===== src/rtl/scope_column_scheduler.sv =====
// Frame-buffer write sequencer for the scope display: clears the buffer, then paints one
// quantized sample per vertical-blanking edge as a full column at a scrolling pointer.
module scope_column_scheduler #(
    parameter logic [11:0] TRACE_COLOR = 12'h0F0,
    parameter logic [11:0] AXIS_COLOR  = 12'hFFF,
    parameter int unsigned H_RES       = 640,
    parameter int unsigned V_RES       = 480
) (
    input  logic        clk,
    input  logic        rst_n,
    input  logic        vblank,
    input  logic [1:0]  mode,
    input  logic        sample_valid,
    input  logic [7:0]  sample_value,
    output logic        sample_ready,
    output logic        fb_we,
    output logic [18:0] fb_addr,
    output logic [11:0] fb_wdata,
    output logic [9:0]  col_ptr,
    output logic        init_done,
    output logic        busy
);

    localparam logic [18:0] LastAddr  = 19'(H_RES * V_RES - 1);
    localparam logic [18:0] RowStride = 19'(H_RES);
    localparam logic [8:0]  LastRow   = 9'(V_RES - 1);
    localparam logic [9:0]  LastCol   = 10'(H_RES - 1);

    typedef enum logic [2:0] {
        StClear,
        StIdle,
        StWaitVb,
        StDraw,
        StAdvance
    } state_e;

    state_e      state_q;
    logic        vblank_q;
    logic [18:0] addr_q;
    logic [8:0]  row_q;
    logic [4:0]  level_q;

    logic        vb_rise;
    logic [3:0]  volts;
    logic [1:0]  bucket;
    logic [4:0]  level_d;
    logic [8:0]  trace_lo;
    logic [8:0]  trace_hi;
    logic [11:0] pixel;

    assign vb_rise = vblank & ~vblank_q;

    // Sample quantization: 3 levels per volt, voltage saturated at 5.
    always_comb begin
        volts   = (sample_value[7:4] > 4'd5) ? 4'd5 : sample_value[7:4];
        bucket  = 2'd0;
        if (sample_value[3:0] > 4'd6) begin
            bucket = 2'd2;
        end else if (sample_value[3:0] > 4'd3) begin
            bucket = 2'd1;
        end
        level_d = {1'b0, volts} + {volts, 1'b0} + {3'b000, bucket};
    end

    // Trace band is 13 rows tall and moves up 13 rows per level; it never meets the axis.
    always_comb begin
        trace_lo = 9'd221 - (9'(level_q) * 9'd13);
        trace_hi = trace_lo + 9'd12;
        pixel    = 12'h000;
        if (row_q >= trace_lo && row_q <= trace_hi) begin
            pixel = TRACE_COLOR;
        end else if (row_q >= 9'd235 && row_q <= 9'd240) begin
            pixel = AXIS_COLOR;
        end
    end

    always_ff @(posedge clk) begin
        if (!rst_n) begin
            state_q      <= StClear;
            vblank_q     <= 1'b0;
            addr_q       <= '0;
            row_q        <= '0;
            level_q      <= '0;
            fb_we        <= 1'b0;
            fb_addr      <= '0;
            fb_wdata     <= '0;
            sample_ready <= 1'b0;
            col_ptr      <= '0;
            init_done    <= 1'b0;
            busy         <= 1'b0;
        end else begin
            vblank_q <= vblank;
            fb_we    <= 1'b0;
            case (state_q)
                StClear: begin
                    fb_we        <= 1'b1;
                    fb_addr      <= addr_q;
                    fb_wdata     <= 12'h000;
                    sample_ready <= 1'b0;
                    busy         <= 1'b1;
                    if (addr_q == LastAddr) begin
                        addr_q    <= '0;
                        init_done <= 1'b1;
                        col_ptr   <= '0;
                        busy      <= 1'b0;
                        state_q   <= StIdle;
                    end else begin
                        addr_q <= addr_q + 19'd1;
                    end
                end
                StIdle: begin
                    if (mode == 2'd3) begin
                        addr_q       <= '0;
                        sample_ready <= 1'b0;
                        busy         <= 1'b1;
                        state_q      <= StClear;
                    end else if (sample_valid && sample_ready && !mode[0]) begin
                        level_q      <= level_d;
                        sample_ready <= 1'b0;
                        busy         <= 1'b1;
                        state_q      <= StWaitVb;
                    end else begin
                        // Modes 0 and 2 run, mode 1 holds.
                        sample_ready <= !mode[0];
                    end
                end
                StWaitVb: begin
                    if (vb_rise) begin
                        addr_q  <= {9'b0, col_ptr};
                        row_q   <= '0;
                        state_q <= StDraw;
                    end
                end
                StDraw: begin
                    fb_we    <= 1'b1;
                    fb_addr  <= addr_q;
                    fb_wdata <= pixel;
                    addr_q   <= addr_q + RowStride;
                    row_q    <= row_q + 9'd1;
                    if (row_q == LastRow) begin
                        state_q <= StAdvance;
                    end
                end
                StAdvance: begin
                    col_ptr <= (col_ptr == LastCol) ? 10'd0 : col_ptr + 10'd1;
                    busy    <= 1'b0;
                    state_q <= StIdle;
                end
                default: begin
                    addr_q  <= '0;
                    busy    <= 1'b1;
                    state_q <= StClear;
                end
            endcase
        end
    end

endmodule

===== config.mk =====
export PLATFORM = sky130hd
export DESIGN_NAME = scope_column_scheduler
export DESIGN_NICKNAME = d
export VERILOG_FILES = /design/src/rtl/scope_column_scheduler.sv
export SDC_FILE = /design/constraint.sdc
export NUM_CORES = 1
export LEC_CHECK = 0
export ABC_AREA = 0
export BUFFER_PORTS_ARGS = -buffer_cell sky130_fd_sc_hd__buf_2
export CORE_MARGIN = 4
export CORE_UTILIZATION = 60
export CTS_CLUSTER_DIAMETER = 80
export DETAILED_ROUTE_END_ITERATION = 16
export PLACE_DENSITY_LB_ADDON = 0.2
export SETUP_SLACK_MARGIN = 0.2
export SYNTH_ARGS = -nofsm -noshare
export SYNTH_HDL_FRONTEND = slang
export SYNTH_SLANG_ARGS = --single-unit

===== constraint.sdc =====
create_clock -name clk -period 12.2 [get_ports clk]
set_clock_uncertainty 0.15 [all_clocks]
set_input_delay 1.83 -clock clk [delete_from_list [all_inputs] [get_ports clk]]
set_output_delay 1.83 -clock clk [all_outputs]
set_load 0.05 [all_outputs]

Word-level counts from Yosys, hierarchy flattened:

Cells that the tools add are included.

* add/sub/neg operators: 8
* multipliers: 1
* divide/modulo/power cells: 0
* magnitude comparators: 7
* equality and inequality tests: 13
* shift-type cells: 0
* muxes and demuxes: 29
* bitwise logic cells: 5
* reduce and logical (&&, ||, !) cells: 19

Operators with widths (count)
* $pmux W19 S5: 1
* $mux W19: 3
* $mux W12: 2
* $pmux W12 S2: 1
* $mux W10: 2
* $pmux W10 S2: 1
* $add A19 B1 Y19 const B: 1
* $add A19 B10 Y19 const B: 1
* $eq A19 B19 Y1 const B: 1
* $pmux W9 S2: 1
* $mux W3: 5
* $pmux W3 S5: 1
* $add A10 B1 Y10 const B: 1
* $eq A10 B10 Y1 const B: 1
* $add A9 B1 Y9 const B: 1
* $add A9 B4 Y9 const B: 1
* $eq A9 B9 Y1 const B: 1
* $ge A9 B8 Y1 const B: 1
* $ge A9 B9 Y1: 1
* $le A9 B8 Y1 const B: 1
* $le A9 B9 Y1: 1
* $mul A5 B4 Y9 const B: 1
* $mux W9: 1
* $sub A8 B9 Y9 const A: 1
* other kinds (25): 50

* flip-flop bits (word level): 82
* latch bits: 0
* memory bits (writable): 0
* bits in read-only memories: 0
* bits of input ports: 14
* output and inout port bits: 45
* word-level logic and storage cells: 94
* memories: 0

Logic depth before layout (Yosys ltp):

Gate-level depths: netlist (run 1).

* word-level depth: 7
* gate-level depth with buffers: 18
* gate-level depth less buffers: 18

Least setup slack after synthesis (run 1):

OpenSTA, ideal clock, no wires.

* kind: register to register
* start point: register level_q[1]
* end point: register fb_wdata[10]
* setup time: 0.116 ns
* arrival time: 3.643 ns
* slack: 8.291 ns
* cell stages (with the launch flop): 17
* buffers on the path: 0
* clock period less this slack: 3.909 ns
* cells stage by stage: dfxtp_1 ha_1 inv_1 fa_1 ha_1 ha_1 o21ai_0 or4_1 o2111ai_1 nand4_1 xnor2_1 ha_1 and4_1 nand4_1 a21boi_0 a21o_1 a31o_2

* cells in the longest elaborated chain, start to end: 7
* elaborated cells between the ends (all ways): 8
* classes of those cells: add/sub: 2; mul: 1; order compare: 2; mux: 2; reduce/logical: 1

Ends and longest elaborated chain
* start: declaration: RTL line 41 `logic [4:0] level_q;`
* start signal: assignment: RTL line 118 `level_q <= level_d;`
* $mul A5 B4 Y9 *: RTL line 67 `trace_lo = 9'd221 - (9'(level_q) * 9'd13);`
* $sub A8 B9 Y9 *: RTL line 67
* $add A9 B4 Y9: RTL line 68 `trace_hi = trace_lo + 9'd12;`
* $le A9 B9 Y1: RTL line 70 `if (row_q >= trace_lo && row_q <= trace_hi) begin`
* $logic_and A1 B1 Y1 *: RTL line 70
* $mux W12 *: RTL line 70
* $pmux W12 S2 *: RTL line 94 `case (state_q)`
* end signal: assignment: RTL line 137 `fb_wdata <= pixel;`
* end: declaration: RTL line 18 `output logic [11:0] fb_wdata,`

Mark *: on every way between the ends. The rest lies on a longest branch, timed or not.
A chain may end at the register's enable or synchronous reset.

Worst setup path after layout (run 1):

* start point: register level_q[2]
* end point: register fb_wdata[10]

Same word-level chain as after synthesis.

==> results of run 1 <==
layout make-up:
| type | instances | area share, % |
|---|---|---|
| Multi-Input combinational cell | 495 | 59.05 |
| Sequential cell | 72 | 26.18 |
| Timing Repair Buffer | 61 | 5.681 |
| Clock buffer | 11 | 2.749 |
| Inverter | 37 | 2.522 |
| Tap cell | 105 | 2.386 |
| Clock inverter | 5 | 1.431 |
per-layer routing:
metal  routed length, um  GRT usage (%)  vias to the layer above
li1                    -              -                     2373
met1                5395          31.72                     2267
met2                6130          43.66                      160
met3                 658          3.892                       26
met4                 186          8.193                        0
met5                   0              0                        -
flip-flops by register name, summed over array words and instances, names as in the netlist:
signal	count
addr_q	19
busy	1
col_ptr	10
fb_addr	19
fb_wdata	2
fb_we	1
init_done	1
level_q	5
row_q	9
sample_ready	1
state_q	3
vblank_q	1
worst reg2reg max path, stage by stage (launching register included):
cell and delay (ns):
dfxtp_1 0.41, ha_1 0.26, inv_1 0.09, fa_1 0.43
ha_1 0.31, ha_1 0.25, a211oi_1 0.32, nor2_1 0.11
xor2_1 0.35, nand3_1 0.15, xnor2_1 0.17, ha_1 0.30
and4_1 0.24, nand4_1 0.11, a21boi_0 0.13, a21o_1 0.19
a31o_2 0.23
cells in the mapped netlist (4+ instances only):
library cell	instances
nand2_1	86
dfxtp_1	72
a21oi_1	68
ha_1	47
nor2_1	45
inv_1	36
clkbuf_1	32
o21ai_0	27
nand3_1	17
a211oi_1	15
nand4_1	15
nor3_1	13
xnor2_1	13
buf_4	10
xor2_1	10
and3_1	9
a21o_1	8
nand2b_1	8
a31oi_1	7
nand3b_1	6
nor2b_1	6
nor4_1	6
or2_2	6
a31o_2	5
a22o_1	4
a22oi_1	4
and2_1	4
fa_1	4
mux2i_1	4
o22ai_1	4
cells in the final DEF, fill, tap and decap left out, types with 4 or more instances in the layout:
cell type,instances
nand2_1,86
dfxtp_1,72
a21oi_1,68
buf_2,58
ha_1,47
nor2_1,45
inv_1,36
o21ai_0,27
nand3_1,17
a211oi_1,15
nand4_1,15
xnor2_1,13
nor3_1,13
clkbuf_8,11
xor2_1,10
and3_1,9
nand2b_1,8
a21o_1,8
a31oi_1,7
or2_2,6
nand3b_1,6
nor2b_1,6
nor4_1,6
a31o_2,5
and2_1,4
a22oi_1,4
a22o_1,4
o22ai_1,4
mux2i_1,4
fa_1,4
through the flow:
| stage | setup slack, ns | util (%) |
|---|---|---|
| final | 7.923 | 67.02 |
| after floorplan | 8.291 | - |
| after global routing | 7.583 | 67.02 |
| after detailed placement | 7.930 | 64.22 |
| after global placement | 8.172 | 64.22 |
| after CTS | 7.921 | 67.02 |
kinds of logic (layout without fill, tap and decap cells):
family	Yosys count	after routing	share of synthesized area (%)
multiplexers	7	7	1.458
adder cells (fa/ha/maj)	51	51	13.19
flip-flops	72	72	28.47
XOR/XNOR	23	23	3.978
AO/OA/AOI/OAI	174	174	21.92
buffers and inverters	84	114	7.314
AND/OR/NAND/NOR	240	240	23.67
final timing paths:
path / startpoint / end / slack, ns / cells after the start
setup / recovery: level_q[2] / fb_wdata[10] / 7.92 / 16
hold / removal: fb_addr[10] / fb_addr[10] / 0.30 / 2
setup reg to reg: level_q[2] / fb_wdata[10] / 7.92 / 16
hold reg to reg: fb_addr[10] / fb_addr[10] / 0.30 / 2
power groups by stage:
| stage | combinational, mW | clock (mW) | sequential [mW] |
|---|---|---|---|
| after floorplan | 0.0202 | 0 | 0.253 |
| after global placement | 0.0308 | 0 | 0.250 |
| after detailed placement | 0.0318 | 0 | 0.250 |
| after CTS | 0.0319 | 0.220 | 0.245 |
| after global routing | 0.0353 | 0.231 | 0.245 |
| final | 0.0316 | 0.219 | 0.245 |
==> flow_summary.yaml, run 1 <==
clocking:
  numCtsBuffers: 9
  h-tree-depth: 3
  cts_root_buf: "clkbuf_8"
  cts_num_sinks: 72
  clk_pin_slew_ns: 0.08
  cts_resized: 0
  clockBufferDepth: 2
  ctsHoldBuffers: 0
  clkLatencyLatePin_ns: 0.36
  post_cts_buffers: 0
  cts_tree: "built"
synthesis:
  syn_nets: 716
  synthFlopType: "dfxtp_1"
  yosys.area.top_type_share_pct: 28.47
  ys_ff_latch: 72
  yosysTopAreaCell: "dfxtp_1"
  netlist_area_sq_mm: 0.005064
  synth.distinct_cells: 64
  synth_warnings: 0
  netlist_top_cells_area: "dfxtp_1, ha_1, a21oi_1"
  synth.avg_cell_area_sq_um: 7.778
  synth_edf_count: 0
  synthesis.instances: 651
  async_flop_share_pct: 0
  ys_seq_area_share_pct: 28.47
grt:
  grt_pass1_wl_um: 20880
  grt_max_degree: 54
  antenna_found_initial: 0
  grt_pass1_vias: 4582
  track_usage_pct: 25.09
  overflow: 0
setup_path:
  cp_slowest_cell: "fa_1"
  required_ns: 12.30
  crit_chain: "ha_1 -> inv_1 -> fa_1 -> ha_1 -> ha_1 -> a211oi_1 -> nor2_1 -> xor2_1 -> nand3_1 -> xnor2_1 -> ha_1 -> and4_1 -> nand4_1 -> a21boi_0 -> a21o_1 -> a31o_2"
  crit_type: "flip-flop to flip-flop"
  crit_path_frequent_cell: "ha_1"
  crit_family: "adder cells"
  critical_path_arrival_ns: 4.37
  critPathCaptureType: "flip-flop"
  cp.buffers_inverters: 1
  startpoint_type: "flip-flop"
  cpPeakStageDelay_ns: 0.43
  crit_fanout: 5
sta:
  setup_tns_ns: 0
  fmax_mhz: 233.8
  slew_violations: 0
  worst_hold_slack_ns: 0.3022
  fin_crit_sh_pct: 35.06
  rsz0062_at_grt: "false"
  post-route-min-period_ns: 4.277
  slew_headroom_pct: 33.13
  hold_viol: 0
  setup_viol: 0
  worstMarginPinSlew_ns: 1.003
route:
  ant_nets: 0
  vias: 4826
  wire_per_inst_um: 15.74
  drtIter0Drc: 309
  vias_per_cell: 6.140
  drc: 0
  first_pass_iters: 5
  routed_wl_um: 12370
die:
  die_area_sq_mm: 0.009973
  pin_count: 59
  start_util_pct: 61.63
  core_sq_mm: 0.008217
  rows: 33
  die_y_um: 99.87
  die_w_um: 99.87
cells_and_area:
  fillers: 712
  nets: 741
  layoutNonFillerInstCount: 786
  fin_area_sq_mm: 0.005507
  regArea_sq_mm: 0.001441
  drive_gt1_share_pct: 13.95
  multi_input_area_sq_mm: 0.003252
  syn_to_final_growth_pct: 8.747
  diodes: 0
pwr:
  power.density_mw_per_mm2: 89.96
  pwr-share-comb_pct: 6.4
  p_leak_nw: 2.339
  total_power_mw: 0.4954
  pwr-share-clk_pct: 44.2
  p_seq_share_pct: 49.4
  max-vdd-ir-drop_uv: 69.38
  switching_share_pct: 23.91
  p_int_mw: 0.3769
  p_sw_mw: 0.1184
placement:
  dp_hpwl_um: 8776
  gp_congestion: 0.9109
  placed_cell_area_sq_mm: 0.005276
  place_inst: 770
  io_buffers: 58
run:
  maxCapViolCount: 0
status:
  status: "completed"
worst_hold_path:
  hold_class: "flip-flop to flip-flop"
(Power assumes the default switching activity.)
==> inputs of run 2 (changes only) <==
- CORE_UTILIZATION: 60 -> 59
- clock period: 12.2 -> 4.4 ns (I/O delays scaled with it)
==> flow_summary.yaml, run 2 (synthesized netlist as in run 1, its figures left out) <==
grt:
  antenna_found_initial: 0
  grt_pass1_wl_um: 20130
  track_usage_pct: 24.06
  grt_pass1_vias: 4463
  grt_max_degree: 54
  overflow: 0
sta:
  layout_setup_ws_ns: 0.3279
  setup_tns_ns: 0
  fmax_mhz: 245.6
  rsz0062_at_grt: "false"
  hold_viol: 0
  fin_crit_sh_pct: 92.55
  slew_headroom_pct: 30.40
  worstMarginPinSlew_ns: 1.044
  setup_viol: 0
  post-route-min-period_ns: 4.072
  slew_violations: 0
cells_and_area:
  nets: 746
  final_common_cell: "nand2_1"
  layout_common_cells: "nand2_1, dfxtp_1, a21oi_1"
  syn_to_final_growth_pct: 11.05
  drive_gt1_share_pct: 17.64
  top_regs: "addr_q x19, fb_addr x19, col_ptr x10"
  fin_util_pct: 67.75
  diodes: 0
clocking:
  clockBufferDepth: 2
  cts_tree: "built"
  clk_pin_slew_ns: 0.07
  clkLatencyLatePin_ns: 0.36
  numCtsBuffers: 9
  ctsHoldBuffers: 0
  cts_num_sinks: 72
  cts_root_buf: "clkbuf_8"
  h-tree-depth: 3
worst_hold_path:
  hold_path_depth: 2
  hold_class: "flip-flop to flip-flop"
  min-delay-start: "fb_addr[13]"
  hold_end: "fb_addr[13]"
die:
  pin_count: 59
  core_sq_mm: 0.008299
  start_util_pct: 61.01
  die_w_um: 100.6
  die_y_um: 100.6
  die_area_sq_mm: 0.01013
  rows: 33
setup_path:
  critical_path_arrival_ns: 4.17
  r2r_cells: 16
  required_ns: 4.50
  critPathCaptureType: "flip-flop"
  r2r-start: "level_q[2]"
  crit_fanout: 4
  reg2reg_slack_ns: 0.33
  rr_endpoint: "fb_wdata[10]"
  startpoint_type: "flip-flop"
  crit_type: "flip-flop to flip-flop"
pwr:
  p_leak_nw: 2.366
  max-vdd-ir-drop_uv: 160.3
  power.density_mw_per_mm2: 219.7
status:
  status: "completed"
route:
  wire_per_inst_um: 15.75
  routed_wl_um: 12460
  vias: 4826
  drtIter0Drc: 276
  drc: 0
  first_pass_iters: 6
  vias_per_cell: 6.101
  ant_nets: 0
placement:
  place_ws_ns: 0.1155
  gp_congestion: 0.9125
  dp_hpwl_um: 8756
  io_buffers: 58
run:
  maxCapViolCount: 0
run 2: metal layers:
layer  part of all wire (%)  track usage (%)  up-vias  wire length (um)
met2                     49            41.11      145              6165
met1                     43            30.73     2273              5391
met3                    5.2            3.875       23               644
met4                    2.1            8.083        0               256
met5                      0                0        -                 0
li1                       -                -     2385                 -
run 2: how the worst max path moves through the flow:
stage	startpoint	endpoint	slack [ns]	depth (start not counted)
4_1_cts	level_q[2]	fb_wdata[10]	0.20	16
3_3_place_gp	level_q[1]	fb_wdata[10]	0.37	16
2_1_floorplan	level_q[1]	fb_wdata[10]	0.49	16
5_1_grt	level_q[2]	fb_wdata[10]	0.15	16
3_5_place_dp	level_q[2]	fb_wdata[10]	0.12	16
6_report	level_q[2]	fb_wdata[10]	0.33	16
run 2: power breakdown:
group / total, mW / internal [mW] / switching [mW] / leakage (nW)
Sequential: 0.677 / 0.661 / 0.0160 / 0.585
Combinational: 0.0872 / 0.0331 / 0.0541 / 1.70
Clock: 0.471 / 0.219 / 0.252 / 0.0834
Total: 1.24 / 0.914 / 0.322 / 2.37
run 2: metrics by stage:
| stage | hold WS, ns | power, mW | instance area, sq um | cells |
|---|---|---|---|---|
| global placement | 0.2908 | 0.7782 | 5284 | 771 |
| floorplan | 0.3205 | 0.7576 | 5064 | 651 |
| finish | 0.3030 | 1.235 | 5623 | 791 |
| global route | 0.3307 | 1.280 | 5623 | 791 |
| CTS | 0.3075 | 1.241 | 5463 | 787 |
| detailed placement | 0.2969 | 0.7803 | 5284 | 771 |
run 2: final cells by class:
class                      count  area (sq um)
multi-input combinational    495          3385
fill                         693          2676
sequential                    72          1451
timing repair buffer          66         350.3
clock buffer                  13         148.9
inverter                      37         138.9
tap                          105         131.4
clock inverter                 3         17.52
run 2: timing repair:
item,CTS,global route
hold endpoints to repair,0,0
endpoints found under the setup margin,1,2
gates resized for setup,2,26
buffers inserted,0,4
pin swaps,0,9
run 2: worst max-delay path: stages, from the launching register on:
cell,delay (ns)
dfxtp_4,0.36
ha_1,0.28
inv_1,0.05
fa_1,0.52
ha_4,0.21
ha_4,0.17
nor2_2,0.24
a211oi_4,0.11
or4_1,0.41
o311a_1,0.16
xnor2_1,0.15
ha_1,0.29
and4_1,0.21
nand4_1,0.10
a21boi_0,0.13
a21o_1,0.20
a31o_2,0.23
